## config.mk

```make
export PLATFORM = sky130hd
export DESIGN_NAME = bus_arbiter_flat
export DESIGN_NICKNAME = d
export VERILOG_FILES = /design/src/rtl/bus_arbiter_pkg.sv /design/src/rtl/bus_arbiter_if.sv /design/src/rtl/bus_arbiter_rr_picker.sv /design/src/rtl/bus_arbiter.sv /design/src/flat_wrapper.sv
export SDC_FILE = /design/constraint.sdc
export NUM_CORES = 1
export LEC_CHECK = 0
export ABC_AREA = 0
export BUFFER_PORTS_ARGS = -buffer_cell sky130_fd_sc_hd__clkbuf_2
export CELL_PAD_IN_SITES_DETAIL_PLACEMENT = 2
export CELL_PAD_IN_SITES_GLOBAL_PLACEMENT = 2
export CORE_ASPECT_RATIO = 1.4
export CORE_MARGIN = 8
export CORE_UTILIZATION = 27
export CTS_BUF_LIST = sky130_fd_sc_hd__clkbuf_4 sky130_fd_sc_hd__clkbuf_8 sky130_fd_sc_hd__clkbuf_16
export DETAILED_ROUTE_END_ITERATION = 10
export GPL_TIMING_DRIVEN = 0
export PLACE_DENSITY_LB_ADDON = 0.1
export SETUP_SLACK_MARGIN = 0.4
export SKIP_LAST_GASP = 1
export SYNTH_ARGS = -nofsm -noshare
export SYNTH_HDL_FRONTEND = slang
export SYNTH_HIERARCHICAL = 1
export SYNTH_SLANG_ARGS = --single-unit
```

## constraint.sdc

```tcl
create_clock -name clk -period 4.15 [get_ports clk]
set_input_delay 0.415 -clock clk [delete_from_list [all_inputs] [get_ports clk]]
set_output_delay 0.415 -clock clk [all_outputs]
set_load 0.01 [all_outputs]
```

## src/rtl/bus_arbiter_pkg.sv

```systemverilog
// -----------------------------------------------------------------------------
// bus_arbiter_pkg
// Shared definitions for the system-bus arbiter: default bus widths, FSM state
// encodings, master index constants and the latency-counter width.
// No ports (package).
// -----------------------------------------------------------------------------
package bus_arbiter_pkg;

    // Default bus widths
    localparam int ADDR_W_DEF = 32;
    localparam int DATA_W_DEF = 32;

    // Master index assignment on the shared bus
    localparam int MST_IFU = 0;   // instruction fetch
    localparam int MST_LSU = 1;   // load/store
    localparam int MST_DBG = 2;   // debug

    // Latency counter holds 0..15
    localparam int LAT_W = 4;

    typedef enum logic [1:0] {
        IDLE = 2'd0,
        BUSY = 2'd1,
        RESP = 2'd2
    } arb_state_e;

endpackage

```

## src/rtl/bus_arbiter_if.sv

```systemverilog
// -----------------------------------------------------------------------------
// bus_arbiter_if
// Bundles the master-side request/response signals and the interconnect-side
// bus signals of the arbiter.
//   slave  modport : arbiter view (requests and busReadData in; grants,
//                    completions, read data and bus drive out)
//   master modport : environment view (masters plus interconnect)
// Signals:
//   mReq, mWriteEnable [NUM_MASTERS]       per-master request / write flag
//   mAddr  [NUM_MASTERS*ADDR_W]            packed, master i at [i*ADDR_W +: ADDR_W]
//   mWriteData [NUM_MASTERS*DATA_W]        packed write data
//   mGnt, mDone [NUM_MASTERS]              one-cycle pulses
//   mReadData [DATA_W]                     captured read data
//   busWriteEnable, busAddr, busWriteData  towards interconnect
//   busReadData [DATA_W]                   from interconnect
// -----------------------------------------------------------------------------
interface bus_arbiter_if
    import bus_arbiter_pkg::*;
#(
    parameter int NUM_MASTERS = MST_DBG + 1,
    parameter int ADDR_W      = ADDR_W_DEF,
    parameter int DATA_W      = DATA_W_DEF
);
    logic [NUM_MASTERS-1:0]        mReq;
    logic [NUM_MASTERS-1:0]        mWriteEnable;
    logic [NUM_MASTERS*ADDR_W-1:0] mAddr;
    logic [NUM_MASTERS*DATA_W-1:0] mWriteData;
    logic [NUM_MASTERS-1:0]        mGnt;
    logic [NUM_MASTERS-1:0]        mDone;
    logic [DATA_W-1:0]             mReadData;
    logic                          busWriteEnable;
    logic [ADDR_W-1:0]             busAddr;
    logic [DATA_W-1:0]             busWriteData;
    logic [DATA_W-1:0]             busReadData;

    modport slave (
        input  mReq, mWriteEnable, mAddr, mWriteData, busReadData,
        output mGnt, mDone, mReadData, busWriteEnable, busAddr, busWriteData
    );

    modport master (
        output mReq, mWriteEnable, mAddr, mWriteData, busReadData,
        input  mGnt, mDone, mReadData, busWriteEnable, busAddr, busWriteData
    );
endinterface

```

## src/rtl/bus_arbiter_rr_picker.sv

```systemverilog
// -----------------------------------------------------------------------------
// rr_picker
// Combinational round-robin selector. Searches req_i starting at
// (last_i+1) mod N, wrapping, and returns the first requester found.
// Ports:
//   req_i  [N]      request vector
//   last_i [IDX_W]  index of the previous winner
//   gnt_o  [N]      one-hot winner (all zero when no request)
//   idx_o  [IDX_W]  winner index (0 when no request)
// -----------------------------------------------------------------------------
module rr_picker
    import bus_arbiter_pkg::*;
#(
    parameter int N     = MST_DBG + 1,
    parameter int IDX_W = 2
) (
    input  logic [N-1:0]     req_i,
    input  logic [IDX_W-1:0] last_i,
    output logic [N-1:0]     gnt_o,
    output logic [IDX_W-1:0] idx_o
);

    logic found;

    // Offsets 1..N visit every master once, ending on last_i itself, so the
    // previous winner only wins again when nobody else is asking.
    always_comb begin
        gnt_o = '0;
        idx_o = '0;
        found = 1'b0;
        for (int k = 1; k <= N; k++) begin
            if (!found && req_i[(int'(last_i) + k) % N]) begin
                found                          = 1'b1;
                gnt_o[(int'(last_i) + k) % N]  = 1'b1;
                idx_o                          = IDX_W'((int'(last_i) + k) % N);
            end
        end
    end

endmodule

```

## src/rtl/bus_arbiter.sv

```systemverilog
// -----------------------------------------------------------------------------
// bus_arbiter
// Shares the single system bus between NUM_MASTERS requesters (0 = fetch,
// 1 = load/store, 2 = debug) with round-robin fairness. A winning request is
// latched, driven onto the bus for RD_LATENCY+1 cycles, the slave read data is
// captured after the fixed latency and returned with a mDone pulse.
// Ports:
//   clk        system clock, rising edge
//   rstn       asynchronous active-low reset
//   bif        bus_arbiter_if.slave (master requests, grants/completions,
//              shared read data, interconnect drive and read data)
//   perfClear  (BUS_ARB_PERF_EN only) synchronous clear of grant counters
//   grantCount (BUS_ARB_PERF_EN only) NUM_MASTERS x 32-bit grant counters,
//              master i at [i*32 +: 32]
// Optional feature macro: BUS_ARB_PERF_EN (per-master grant counters).
// -----------------------------------------------------------------------------
module bus_arbiter
    import bus_arbiter_pkg::*;
#(
    parameter int NUM_MASTERS = MST_DBG + 1,
    parameter int RD_LATENCY  = 1,
    parameter int ADDR_W      = ADDR_W_DEF,
    parameter int DATA_W      = DATA_W_DEF
) (
    input  logic                      clk,
    input  logic                      rstn,
`ifdef BUS_ARB_PERF_EN
    input  logic                      perfClear,
    output logic [NUM_MASTERS*32-1:0] grantCount,
`endif
    bus_arbiter_if.slave              bif
);

    localparam int IDX_W = $clog2(NUM_MASTERS);
    localparam logic [IDX_W-1:0] LAST_RST = IDX_W'(NUM_MASTERS - 1);
    localparam logic [LAT_W-1:0] LAT_END  = LAT_W'(RD_LATENCY);

    arb_state_e            state_q, state_d;
    logic [IDX_W-1:0]      last_q, last_d;
    logic [IDX_W-1:0]      owner_q, owner_d;
    logic                  we_q, we_d;
    logic [ADDR_W-1:0]     addr_q, addr_d;
    logic [DATA_W-1:0]     wdata_q, wdata_d;
    logic [LAT_W-1:0]      lat_q, lat_d;
    logic [DATA_W-1:0]     rdata_q, rdata_d;

    logic [NUM_MASTERS-1:0] pick_gnt;
    logic [IDX_W-1:0]       pick_idx;

    logic [NUM_MASTERS-1:0] gnt_c, done_c;
    logic                   bwe_c;
    logic [ADDR_W-1:0]      baddr_c;
    logic [DATA_W-1:0]      bwdata_c;

    rr_picker #(
        .N     (NUM_MASTERS),
        .IDX_W (IDX_W)
    ) u_pick (
        .req_i  (bif.mReq),
        .last_i (last_q),
        .gnt_o  (pick_gnt),
        .idx_o  (pick_idx)
    );

    // ---------------------------------------------------------------- FSM
    always_ff @(posedge clk or negedge rstn) begin
        if (!rstn) begin
            state_q <= IDLE;
            last_q  <= LAST_RST;
            owner_q <= '0;
            we_q    <= 1'b0;
            addr_q  <= '0;
            wdata_q <= '0;
            lat_q   <= '0;
            rdata_q <= '0;
        end else begin
            state_q <= state_d;
            last_q  <= last_d;
            owner_q <= owner_d;
            we_q    <= we_d;
            addr_q  <= addr_d;
            wdata_q <= wdata_d;
            lat_q   <= lat_d;
            rdata_q <= rdata_d;
        end
    end

    always_comb begin
        state_d  = state_q;
        last_d   = last_q;
        owner_d  = owner_q;
        we_d     = we_q;
        addr_d   = addr_q;
        wdata_d  = wdata_q;
        lat_d    = lat_q;
        rdata_d  = rdata_q;
        gnt_c    = '0;
        done_c   = '0;
        bwe_c    = 1'b0;
        baddr_c  = '0;
        bwdata_c = '0;

        case (state_q)
            IDLE: begin
                if (|pick_gnt) begin
                    we_d    = bif.mWriteEnable[pick_idx];
                    addr_d  = bif.mAddr[pick_idx*ADDR_W +: ADDR_W];
                    wdata_d = bif.mWriteData[pick_idx*DATA_W +: DATA_W];
                    owner_d = pick_idx;
                    last_d  = pick_idx;
                    lat_d   = '0;
                    state_d = BUSY;
                end
            end
            BUSY: begin
                baddr_c  = addr_q;
                bwdata_c = wdata_q;
                // lat_q is zero only on the first BUSY cycle: grant pulse and
                // the single write strobe both live there.
                if (lat_q == '0) begin
                    gnt_c[owner_q] = 1'b1;
                    bwe_c          = we_q;
                end
                // Writes capture too; the value is simply unused by the master.
                if (lat_q == LAT_END) begin
                    rdata_d = bif.busReadData;
                    state_d = RESP;
                end else begin
                    lat_d = lat_q + 1'b1;
                end
            end
            RESP: begin
                done_c[owner_q] = 1'b1;
                state_d         = IDLE;
            end
            default: state_d = IDLE;
        endcase
    end

    assign bif.mGnt           = gnt_c;
    assign bif.mDone          = done_c;
    assign bif.mReadData      = rdata_q;
    assign bif.busWriteEnable = bwe_c;
    assign bif.busAddr        = baddr_c;
    assign bif.busWriteData   = bwdata_c;

`ifdef BUS_ARB_PERF_EN
    // ------------------------------------------------------ grant counters
    logic [NUM_MASTERS-1:0][31:0] cnt_q, cnt_d;

    // Clear wins over a coincident grant.
    always_comb begin
        cnt_d = cnt_q;
        for (int i = 0; i < NUM_MASTERS; i++) begin
            if (perfClear)     cnt_d[i] = '0;
            else if (gnt_c[i]) cnt_d[i] = cnt_q[i] + 32'd1;
        end
    end

    always_ff @(posedge clk or negedge rstn) begin
        if (!rstn) cnt_q <= '0;
        else       cnt_q <= cnt_d;
    end

    assign grantCount = cnt_q;
`endif

endmodule
```

## src/flat_wrapper.sv

```systemverilog
// flat-port wrapper written by rule: the top's interface ports become plain ports
module bus_arbiter_flat import bus_arbiter_pkg::*;
#(
    parameter int NUM_MASTERS = MST_DBG + 1,
    parameter int RD_LATENCY  = 1,
    parameter int ADDR_W      = ADDR_W_DEF,
    parameter int DATA_W      = DATA_W_DEF
)
  (clk, rstn, bif_mReq, bif_mWriteEnable, bif_mAddr, bif_mWriteData, bif_busReadData, bif_mGnt, bif_mDone, bif_mReadData, bif_busWriteEnable, bif_busAddr, bif_busWriteData);
  bus_arbiter_if #(.NUM_MASTERS(NUM_MASTERS), .ADDR_W(ADDR_W), .DATA_W(DATA_W)) bif_i ();
  input  logic clk;
  input  logic rstn;
  input wire logic [$bits(bif_i.mReq)-1:0] bif_mReq;
  input wire logic [$bits(bif_i.mWriteEnable)-1:0] bif_mWriteEnable;
  input wire logic [$bits(bif_i.mAddr)-1:0] bif_mAddr;
  input wire logic [$bits(bif_i.mWriteData)-1:0] bif_mWriteData;
  input wire logic [$bits(bif_i.busReadData)-1:0] bif_busReadData;
  output wire logic [$bits(bif_i.mGnt)-1:0] bif_mGnt;
  output wire logic [$bits(bif_i.mDone)-1:0] bif_mDone;
  output wire logic [$bits(bif_i.mReadData)-1:0] bif_mReadData;
  output wire logic [$bits(bif_i.busWriteEnable)-1:0] bif_busWriteEnable;
  output wire logic [$bits(bif_i.busAddr)-1:0] bif_busAddr;
  output wire logic [$bits(bif_i.busWriteData)-1:0] bif_busWriteData;
  assign bif_i.mReq = bif_mReq;
  assign bif_i.mWriteEnable = bif_mWriteEnable;
  assign bif_i.mAddr = bif_mAddr;
  assign bif_i.mWriteData = bif_mWriteData;
  assign bif_i.busReadData = bif_busReadData;
  assign bif_mGnt = bif_i.mGnt;
  assign bif_mDone = bif_i.mDone;
  assign bif_mReadData = bif_i.mReadData;
  assign bif_busWriteEnable = bif_i.busWriteEnable;
  assign bif_busAddr = bif_i.busAddr;
  assign bif_busWriteData = bif_i.busWriteData;
  bus_arbiter #(.NUM_MASTERS(NUM_MASTERS), .RD_LATENCY(RD_LATENCY), .ADDR_W(ADDR_W), .DATA_W(DATA_W)) u_core (.clk(clk), .rstn(rstn), .bif(bif_i));
endmodule
```

# Yosys cells after proc, flatten, opt, wreduce, memory -nomap -nowiden
# Index checks and enable logic that the tools add are counted.
[totals]
wordCells = 90
ff_bits = 107
[op_classes]
muxes = 40
n_reduce_logical = 16
n_bitwise = 2
add_sub_neg = 4
div_mod_pow = 3
n_eq_ne = 6
shift = 2
magnitude_cmp = 9
[ops]
columns = ["op", "count"]
rows = [
  ["96-bit by 8-bit variable part select with 32-bit output", 2],
  ["32-bit by 1-bit >= comparator with 1-bit output (second input constant)", 3],
  ["32-bit by 4-bit < comparator with 1-bit output (second input constant)", 3],
  ["32-bit by 3-bit modulo with 32-bit output (second input constant)", 3],
  ["32-bit 2-to-1 mux", 2],
  ["3-bit 2-to-1 mux", 6],
  ["1-bit 2-to-1 mux", 15],
  ["2-bit 2-to-1 mux", 5],
  ["1-bit binary-select mux with 2-bit select", 4],
  ["1-bit demux with 2-bit select", 4],
  ["4-bit 2-to-1 mux", 2],
  ["4-bit case mux with 2 select lines", 1],
  ["2-bit by 2-bit adder with 3-bit output (second input constant)", 2],
  ["1-bit logical AND", 6],
  ["2-bit by 3-bit < comparator with 1-bit output (second input constant)", 2],
  ["3-bit bitwise OR", 2],
  ["2-bit AND reduction", 3],
  ["4-bit by 1-bit adder with 4-bit output (second input constant)", 1],
  ["4-bit by 1-bit == test with 1-bit output (second input constant)", 1],
  ["4-bit logical NOT", 1],
  ["2-bit by 1-bit inequality test with 1-bit output (second input constant)", 2],
  ["2-bit case mux with 2 select lines", 1],
  ["2-bit by 1-bit adder with 3-bit output (second input constant)", 1],
  ["3-bit AND reduction", 1],
  ["8 further kinds", 9],
]

# Depth between registers and ports, before layout
# Gate-level depths: netlist of the first run.
[depth]
word_depth = 15
ltp_mapped = 12

# Cells and area by module
# Netlist of the first run, hierarchy kept.
[by_module_without_submodules]
columns = ["mod", "seq_area_each_um2", "area_per_inst_um2", "cells_each", "instances"]
rows = [
  ["bus_arbiter", 2653.8, 5874.4, 480, 1],
  ["rr_picker", 0.0, 259.0, 35, 1],
]

# Worst setup path before layout of the first run
# No wires, ideal clock.
[synth_timing]
kind = "reg2reg"
start = "register u_core.last_q[0]"
end = "register u_core.wdata_q[12]"
arrival_ns = 2.753
synth_period_minus_slack_ns = 2.878
n_path_buf = 3
setup_slack_ns = 1.272
stages_incl_launch_ff = 13
path_cell_list = "dfrtp_1 -> inv_1 -> ha_1 -> nand2b_1 -> a21boi_1 -> o221ai_2 -> o31ai_1 -> buf_2 -> buf_2 -> buf_2 -> mux2i_1 -> o2bb2ai_1 -> mux2_4"
[synth_lines]
columns = ["item", "line_no", "source"]
rows = [
  ["start: declaration", "bus_arbiter.sv:39", "logic [IDX_W-1:0] last_q, last_d;"],
  ["start signal: assignment", "bus_arbiter.sv:78", "last_q <= last_d;"],
  ["2-bit by 1-bit adder with 3-bit output", "bus_arbiter_rr_picker.sv:32, bus_arbiter_rr_picker.sv:35", ""],
  ["32-bit by 3-bit modulo with 32-bit output", "bus_arbiter_rr_picker.sv:32, bus_arbiter_rr_picker.sv:35", ""],
  ["1-bit binary-select mux with 2-bit select", "bus_arbiter_rr_picker.sv:32", "if (!found && req_i[(int'(last_i) + k) % N]) begin"],
  ["1-bit 2-to-1 mux (implied by the code) (2 in series)", "bus_arbiter_rr_picker.sv:32", ""],
  ["1-bit 2-to-1 mux", "bus_arbiter_rr_picker.sv:32", ""],
  ["1-bit logical NOT", "bus_arbiter_rr_picker.sv:32", ""],
  ["1-bit logical AND", "bus_arbiter_rr_picker.sv:32", ""],
  ["1-bit 2-to-1 mux", "bus_arbiter_rr_picker.sv:32", ""],
  ["1-bit logical NOT", "bus_arbiter_rr_picker.sv:32", ""],
  ["1-bit logical AND", "bus_arbiter_rr_picker.sv:32", ""],
  ["2-bit 2-to-1 mux *", "bus_arbiter_rr_picker.sv:32", ""],
  ["named net u_core.pick_idx[1]", "bus_arbiter.sv:48", "logic [IDX_W-1:0] pick_idx;"],
  ["96-bit by 8-bit variable part select with 32-bit output *", "bus_arbiter.sv:108", "wdata_d = bif.mWriteData[pick_idx*DATA_W +: DATA_W];"],
  ["end signal: assignment", "bus_arbiter.sv:82", "wdata_q <= wdata_d;"],
  ["end: declaration", "bus_arbiter.sv:43", "logic [DATA_W-1:0] wdata_q, wdata_d;"],
]
# Mark *: on every way through the listed nets, which the timed path passes. The rest lies on a longest branch. The select of a mux whose other input is x is not followed.
# A chain may end at the register's enable or synchronous reset.

# Worst setup path after layout of the first run
[layout_timing]
start = "register u_core.last_q[0]"
end = "register u_core.wdata_q[18]"
# Same word-level chain as after synthesis.

==> results of run 1 <==
timing repair:
item	in CTS	in global routing
hold endpoints to repair	2	0
setup buffers	0	0
resized for setup	1	6
setup endpoints to repair	2	16
hold buffers	1	0
synthesized netlist by cell type (all sizes together) (2+ instances only):
master	instances
nand2b	6
o31ai	2
or2	2
o2bb2ai	65
a21oi	2
ha	7
clkbuf	15
nand2	3
mux2	102
o21ai	5
nor3	3
and2	64
dfrtp	105
mux2i	69
o22ai	5
buf	25
nor2	7
nand3	2
inv	10
nor2b	3
per-stage QoR:
step | instances | power (mW) | hold WS, ns | instance area, um^2 | util [%]
2_1_floorplan | 515 | 4.71 | 0.119 | 6130 | -
3_3_place_gp | 1150 | 6.11 | 0.478 | 8180 | 36.4
3_5_place_dp | 1151 | 6.30 | 0.227 | 8220 | 36.6
4_1_cts | 1168 | 7.24 | 0.257 | 8550 | 38.1
5_1_grt | 1168 | 7.63 | 0.260 | 8560 | 38.1
6_report | 1168 | 7.06 | 0.277 | 8560 | 38.1
critical path, stage by stage (launching register included):
cell and delay (ns):
dfrtp_1 0.52, inv_1 0.12, ha_1 0.46, nand2b_1 0.16, a21boi_1 0.20, o221ai_2 0.18
o31ai_1 0.24, buf_2 0.24, clkbuf_4 0.30, clkbuf_4 0.31, mux2i_1 0.22, o2bb2ai_1 0.12
mux2_4 0.28
state kept, by name, summed over array words and instances, names as in the netlist:
register / cells
u_core/addr_q: 32
u_core/bif.mReadData: 32
u_core/last_q: 2
u_core/lat_q: 4
u_core/owner_q: 1
u_core/state_q: 2
u_core/wdata_q: 32
u_core/we_q: 1
layer usage:
layer	GRT usage (%)	wire length, um	up-vias
met2	32.4	12900	214
met5	0	0	-
met1	17.2	8560	2672
met4	4.18	335	0
li1	-	-	2560
met3	6.52	2280	17
layout make-up:
type | count | area (um^2) | share of cell area [%]
inverter | 10 | 37.5 | 0.439
buffer | 40 | 209 | 2.44
multi-input combinational | 359 | 3250 | 37.9
clock inverter | 7 | 91.3 | 1.07
tap | 301 | 377 | 4.40
clock buffer | 9 | 225 | 2.63
sequential | 106 | 2650 | 31.0
timing repair buffer | 336 | 1720 | 20.1
logic make-up (layout without fill, tap and decap cells):
family / count (synthesis) / in the layout / synth area share, %
muxes: 171 / 171 / 30.5
buffers and inverters: 50 / 402 / 3.88
AOI/OAI and AO/OA: 86 / 86 / 11.6
DFF: 106 / 106 / 43.3
and+or+nand+nor: 95 / 95 / 9.24
adders and majority gates: 7 / 7 / 1.43
worst min-delay path by stage:
stage,start,end,slack [ns]
after global placement,u_core/wdata_q[23]$_DFFE_PN0P_,u_core/wdata_q[23]$_DFFE_PN0P_,0.48
after detailed placement,rstn,u_core/addr_q[4]$_DFFE_PN0P_,0.23
after floorplan,rstn,u_core/addr_q[0]$_DFFE_PN0P_,0.12
final,bif_busReadData[22],u_core/bif.mReadData[22]$_DFFE_PN0P_,0.28
after CTS,bif_busReadData[22],u_core/bif.mReadData[22]$_DFFE_PN0P_,0.26
after global routing,bif_busReadData[23],u_core/bif.mReadData[23]$_DFFE_PN0P_,0.26
power by group through the flow:
| stage | registers, mW | clock network (mW) | logic [mW] |
|---|---|---|---|
| CTS | 1.86 | 0.945 | 4.44 |
| finish | 1.85 | 0.897 | 4.31 |
| floorplan | 1.87 | 0 | 2.84 |
| global route | 1.92 | 0.975 | 4.73 |
| global placement | 1.83 | 0 | 4.28 |
| detailed placement | 1.88 | 0 | 4.43 |
==> results.md, run 1 <==
- The worst vdd rail ir drop is 0.274 mV.
- The number of top-level design ports is 335.
- The number of levels the H-tree was split into is 3.
- In this run the static leakage power is 4.19 nW.
- The part of the power in combinational logic is 61.1%.
- The average instance in the mapped netlist occupies 11.9 um^2.
- The cell sitting at the root of the clock tree is a clkbuf_16.
- STA classifies the critical path startpoint as a flop.
- The flow ran to the end, and the final reports show no timing, DRC or antenna violations.
- In the post-synthesis netlist, the biggest area contributors are dfrtp_1, mux2_2, mux2i_1.
- The fmax is 289 MHz.
- STA classifies the critical path endpoint as a flop.
- The worst path needs 3.46 ns of the cycle, external delays included.
- The number of different library cells in the post-synthesis netlist is 38.
- The internal power of the cells totals 4.09 mW.
- The post-placement setup slack is 0.396 ns.
- The relative area change from synthesis to final layout is 39.6%.
- The top cell type's share of synthesized area is 42.8%.
- The worst path required time is 4.39 ns.
- For the pin with the worst max-slew slack, the measured transition is 0.547 ns.
- Global routing used 17.2% of the available tracks.
- The instance count along the most critical hold path is 2.
- The maximum count of clock buffers along a single path is 2.
- In the synthesized netlist the async set-or-reset flop fraction comes to 100%.
- The most critical setup path has its startpoint at u_core/last_q[0]$_DFFE_PN0P_.
- At the end of the flow, the number of nets in the layout was 1,101.
- The largest fanout on the critical path is 10.
- Sequential cells burn 26.2% of the power.
- The first TritonRoute pass finished after 4 iterations.
- The top cell type by total area after synthesis is dfrtp_1.
- The launch point of the worst reg-to-reg path is u_core/last_q[0]$_DFFE_PN0P_.
- The initial cell density of the core is 27.3%.
- The setup path with the least slack is of type flop to flop.
- Dividing the detail-routed via count by the number of cells gives 4.68.
- The endpoint arrival time on the critical path is 3.70 ns.
- The first global-routing pass estimated 37.1 mm of wire.
- The overflow left after global routing is 0.
- The total count of hold-check failures in the final report is 0.
- Summed over all nets, the switching power comes to 2.97 mW.
- The path category of the worst min-delay check is input port to flop.
- The number of clock sinks is 106.
- The y dimension of the die is 194 um.
- Setup repair after global routing left no endpoint under its margin.
- Across the run, the number of max-cap violations was 0.
- The filler cell count is 2,542.
- The die covers 27,900 um^2.
- For this design the ratio of total power to cell area is 825 nW/um^2.
- The via count of the first global-routing pass is 6,578.
- The region available for standard cell placement spans 22,400 um^2.
- Between clock sinks in the finished design, the worst skew comes to 0.0155 ns.
- Input and output buffers added on the ports amount to 334.
- The post-synthesis net count is 754.
- The critical path ends at u_core/wdata_q[18]$_DFFE_PN0P_.
- The via count is 5,463.
- The number of rows in the core area is 65.
- The end of the worst register-to-register path is u_core/wdata_q[18]$_DFFE_PN0P_.
- Yosys printed 6 warnings.
- The flop and latch count out of synthesis is 106.
- The worst setup slack for register-to-register paths is 0.69 ns.
- The initial detailed-routing violation count is 111.
- The most used flip-flop cell after synthesis is dfrtp_1.
- The initial antenna violation count was 0.
- Dividing the detail-routed wire length by the instance count gives 20.6 um.
- The fraction of power consumed by the clock network is 12.7%.
- Yosys mapped a number of flops with a built-in enable equal to 0.
- The HPWL after detailed placement is 20.2 mm.
- The later pin in the worst-skew pair is clocked with a latency of 0.36 ns.
- The sequential cell area fraction in the yosys report is 43.3%.
- The CTS tree is built.
- The final period utilization is 83.4%.
- The number of setup violations in the final report is 0.
- The number of DRC violations after detailed routing is 0.
- The CTS clock-pin slew for the worst setup and hold paths is 0.09 ns.
- The die is 143 um wide.
- The post-route setup TNS is 0 ns.
- The number of max-slew violations in the final report was 0.
- Once routing completed, OpenROAD measured the worst setup slack at 0.690 ns.
- The fraction of layout cells with a size suffix above 1 is 55.5%.
- The largest net degree at the start of global routing is 105.
- Of the total power, the share spent switching nets is 42.1%.
- The global placer's final weighted congestion is 0.833.
- In the synthesized netlist, the number of instances is 515.
- The mapped netlist covers 6130 um^2.
- In the layout the commonest cells are clkbuf_2, dfrtp_1, mux2_2, mux2i_1, o2bb2ai_1.
- The detail route stage leaves a number of antenna-violating nets equal to 0.
- The final routed wirelength across all metal layers is 24.1 mm.
- Measured against its own limit, the worst slew margin works out to 63.6%.
- The most common cell after layout, fill and taps aside is clkbuf_2.
- TritonCTS created 9 clock buffers.
- The antenna diode instance count is 0.
- The cell depth of the worst flop-to-flop path is 12.
Note: power is estimated with default switching activity, not from simulation.
==> inputs of run 2 (changes only) <==
- clock period: 4.15 -> 3.5 ns (I/O delays scaled with it)
==> results.md, run 2 (same netlist as run 1, synthesis figures left out) <==
- Setup violations remaining at the end of the flow were counted as 0.
- The initial antenna violation count was 0.
- For this block, the via count after detailed routing is 5,496.
- The first global-routing pass estimated 37.2 mm of wire.
- For this run, design rule violations remaining after detail routing come to 0.
- Setup repair after global routing could not meet its margin everywhere.
- Buffers inserted during clock tree synthesis total 9.
- After clock tree synthesis, the clock-pin slew on the worst setup and hold paths is 0.09 ns.
- The end of the worst register-to-register path is u_core/wdata_q[18]$_DFFE_PN0P_.
- The root cell of the clock tree is clkbuf_16.
- Input and output buffers added on the ports amount to 334.
- The core footprint is 22,400 um^2.
- The number of rows in the core area is 65.
- The fraction of layout cells with a size suffix above 1 is 57.5%.
- The worst hold path endpoint is u_core/bif.mReadData[22]$_DFFE_PN0P_.
- The first detailed-routing pass ran for 3 iterations.
- The via count of the first global-routing pass is 6,582.
- At the worst endpoint, the arrival time is 3.17 ns.
- The initial utilization of the core area, before any placement, comes to 27.3%.
- The number of top-level design ports is 335.
- Summed over all failing endpoints, the final setup total negative slack is 0 ns.
- The number of max-slew violations in the final report is 0.
- The startpoint identified for the worst hold timing path is bif_busReadData[22].
- CTS built an H-tree with a depth of 3.
- Global routing used 17.3% of the available tracks across all layers.
- The maximum count of clock buffers along a single path is 2.
- The overflow left after global routing is 0.
- After the first detailed-routing iteration, the DRC count stood at 131.
- The path category of the worst min-delay check is input port to flop.
- The worst vdd rail ir drop is 0.327 mV.
- The minimum clock period is 2.93 ns.
- The y dimension of the die is 194 um.
- The largest fanout on the critical path is 10.
- The final period utilization is 83.8%.
- Counting instances, the worst hold path has a depth of 2.
- The fmax is 341 MHz.
- The worst setup path is captured at a flop.
- The flow ran to the end, and the final reports show no timing, DRC or antenna violations.
- The analysis attributes to cell leakage a power of 4.25 nW.
- At the later pin of the worst-skew pair, clock insertion delay measures 0.36 ns.
- The worst register-to-register path has a depth of 12.
- The finished layout holds 1,173 standard cells, fillers aside.
- For the pin with the worst max-slew slack, the measured transition is 0.547 ns.
- The startpoint identified for the worst register-to-register timing path is u_core/last_q[1]$_DFFE_PN1P_.
- Entering global routing, the biggest net connects 105 pins.
- In the layout the commonest cells are clkbuf_2, dfrtp_1, mux2_2, mux2i_1, o2bb2ai_1.
- The tool flagged a number of max-cap violations equal to 0.
- The mean routed wirelength per cell is 20.7 um.
- The worst setup slack for register-to-register paths is 0.57 ns.
- The full die area is 27,900 um^2.
- The global placer's final weighted congestion is 0.833.
- The area growth from synthesis to layout is 41.9%.
- The HPWL after detailed placement is 20.2 mm.
- The antenna diode instance count is 0.
- The max-slew headroom at the worst pin is 63.5%.
- STA classifies the critical path startpoint as a flop.
- The net count reported at finish is 1,106.
- Data on the critical path is required at its endpoint by 3.74 ns.
- Dividing total power by cell area gives a power density of 983 nW/um^2.
- The most common cell after layout, fill and taps aside is clkbuf_2.
- The via density per instance is 4.69.
- TritonCTS built the clock tree.
- The worst setup path category is flop to flop.
- The power after layout is 8.56 mW.
- The horizontal die dimension is 143 um.
- The total count of hold-check failures in the final report is 0.
- Wires add up to 24.3 mm.
- The number of clock sinks is 106.
- The count of antenna-violating nets left after detailed routing is 0.
- On the final layout, the worst clock skew is 0.0159 ns.
- The placed instance count is 1,151.
==> run 2: cell count changes in the layout (fill, tap and decap cells not counted), moves of 3 or more <==
cell | previous run | this run
clkbuf_1 | 13 | 9
clkbuf_4 | 2 | 5
ha_1 | 7 | 4
buf_8 | 1 | 4
buf_4 | 1 | 8
buf_2 | 14 | 11
buf_1 | 4 | 1
==> run 2: metal layers <==
metal	routed length, um	vias to the layer above	global-route usage (%)
met4	308	0	4.18
li1	-	2574	-
met1	8610	2695	17.2
met2	13100	212	32.7
met5	0	-	0
met3	2260	15	6.52
==> run 2: worst max path at each step <==
stage	to	depth (start not counted)	start
finish	u_core/wdata_q[18]$_DFFE_PN0P_	12	u_core/last_q[1]$_DFFE_PN1P_
global route	u_core/wdata_q[18]$_DFFE_PN0P_	12	u_core/last_q[1]$_DFFE_PN1P_
CTS	u_core/wdata_q[0]$_DFFE_PN0P_	11	u_core/last_q[1]$_DFFE_PN1P_
detailed placement	u_core/wdata_q[18]$_DFFE_PN0P_	10	u_core/last_q[0]$_DFFE_PN0P_
global placement	u_core/wdata_q[18]$_DFFE_PN0P_	10	u_core/last_q[0]$_DFFE_PN0P_
floorplan	u_core/wdata_q[12]$_DFFE_PN0P_	12	u_core/last_q[0]$_DFFE_PN0P_
==> run 2: report_power, final <==
| group | leakage, nW | internal (mW) | switching (mW) |
|---|---|---|---|
| Sequential | 1.27 | 1.88 | 0.313 |
| Clock | 0.154 | 0.520 | 0.544 |
| Combinational | 2.83 | 2.59 | 2.71 |
==> run 2: area by class of cell <==
class,count,area (um^2)
Clock buffer,9,225
Buffer,40,260
Fill cell,2523,13700
Timing Repair Buffer,341,1760
Sequential cell,106,2660
Multi-Input combinational cell,359,3300
Clock inverter,7,91.3
Tap cell,301,377
Inverter,10,37.5
==> run 2: timing repair <==
| action | 4_1_cts | 5_1_grt |
|---|---|---|
| gates resized for setup | 21 | 21 |
| endpoints found under the setup margin | 69 | 68 |
| pin swaps | 0 | 3 |
| buffers inserted | 2 | 3 |
| hold buffers | 1 | 0 |
| cloned | 0 | 0 |
| endpoints found under the hold margin | 2 | 0 |
==> run 2: critical path: stages, from the launching register on <==
cell       delay (ns)
dfstp_2          0.60
inv_1            0.08
ha_2             0.23
nand2b_1         0.10
a21boi_1         0.19
o221ai_2         0.19
o31ai_1          0.24
buf_4            0.21
buf_8            0.19
buf_8            0.18
mux2i_1          0.20
o2bb2ai_1        0.11
mux2_4           0.27
==> run 2: per-stage QoR <==
step	utilization, %	hold slack [ns]	area (um^2)	worst slack (ns)
after floorplan	-	0.0544	6130	0.622
after detailed placement	36.6	0.162	8220	-0.254
after global routing	38.8	0.195	8700	0.393
after global placement	36.4	0.478	8180	-0.116
final	38.8	0.212	8700	0.566
after CTS	38.4	0.192	8610	0.409
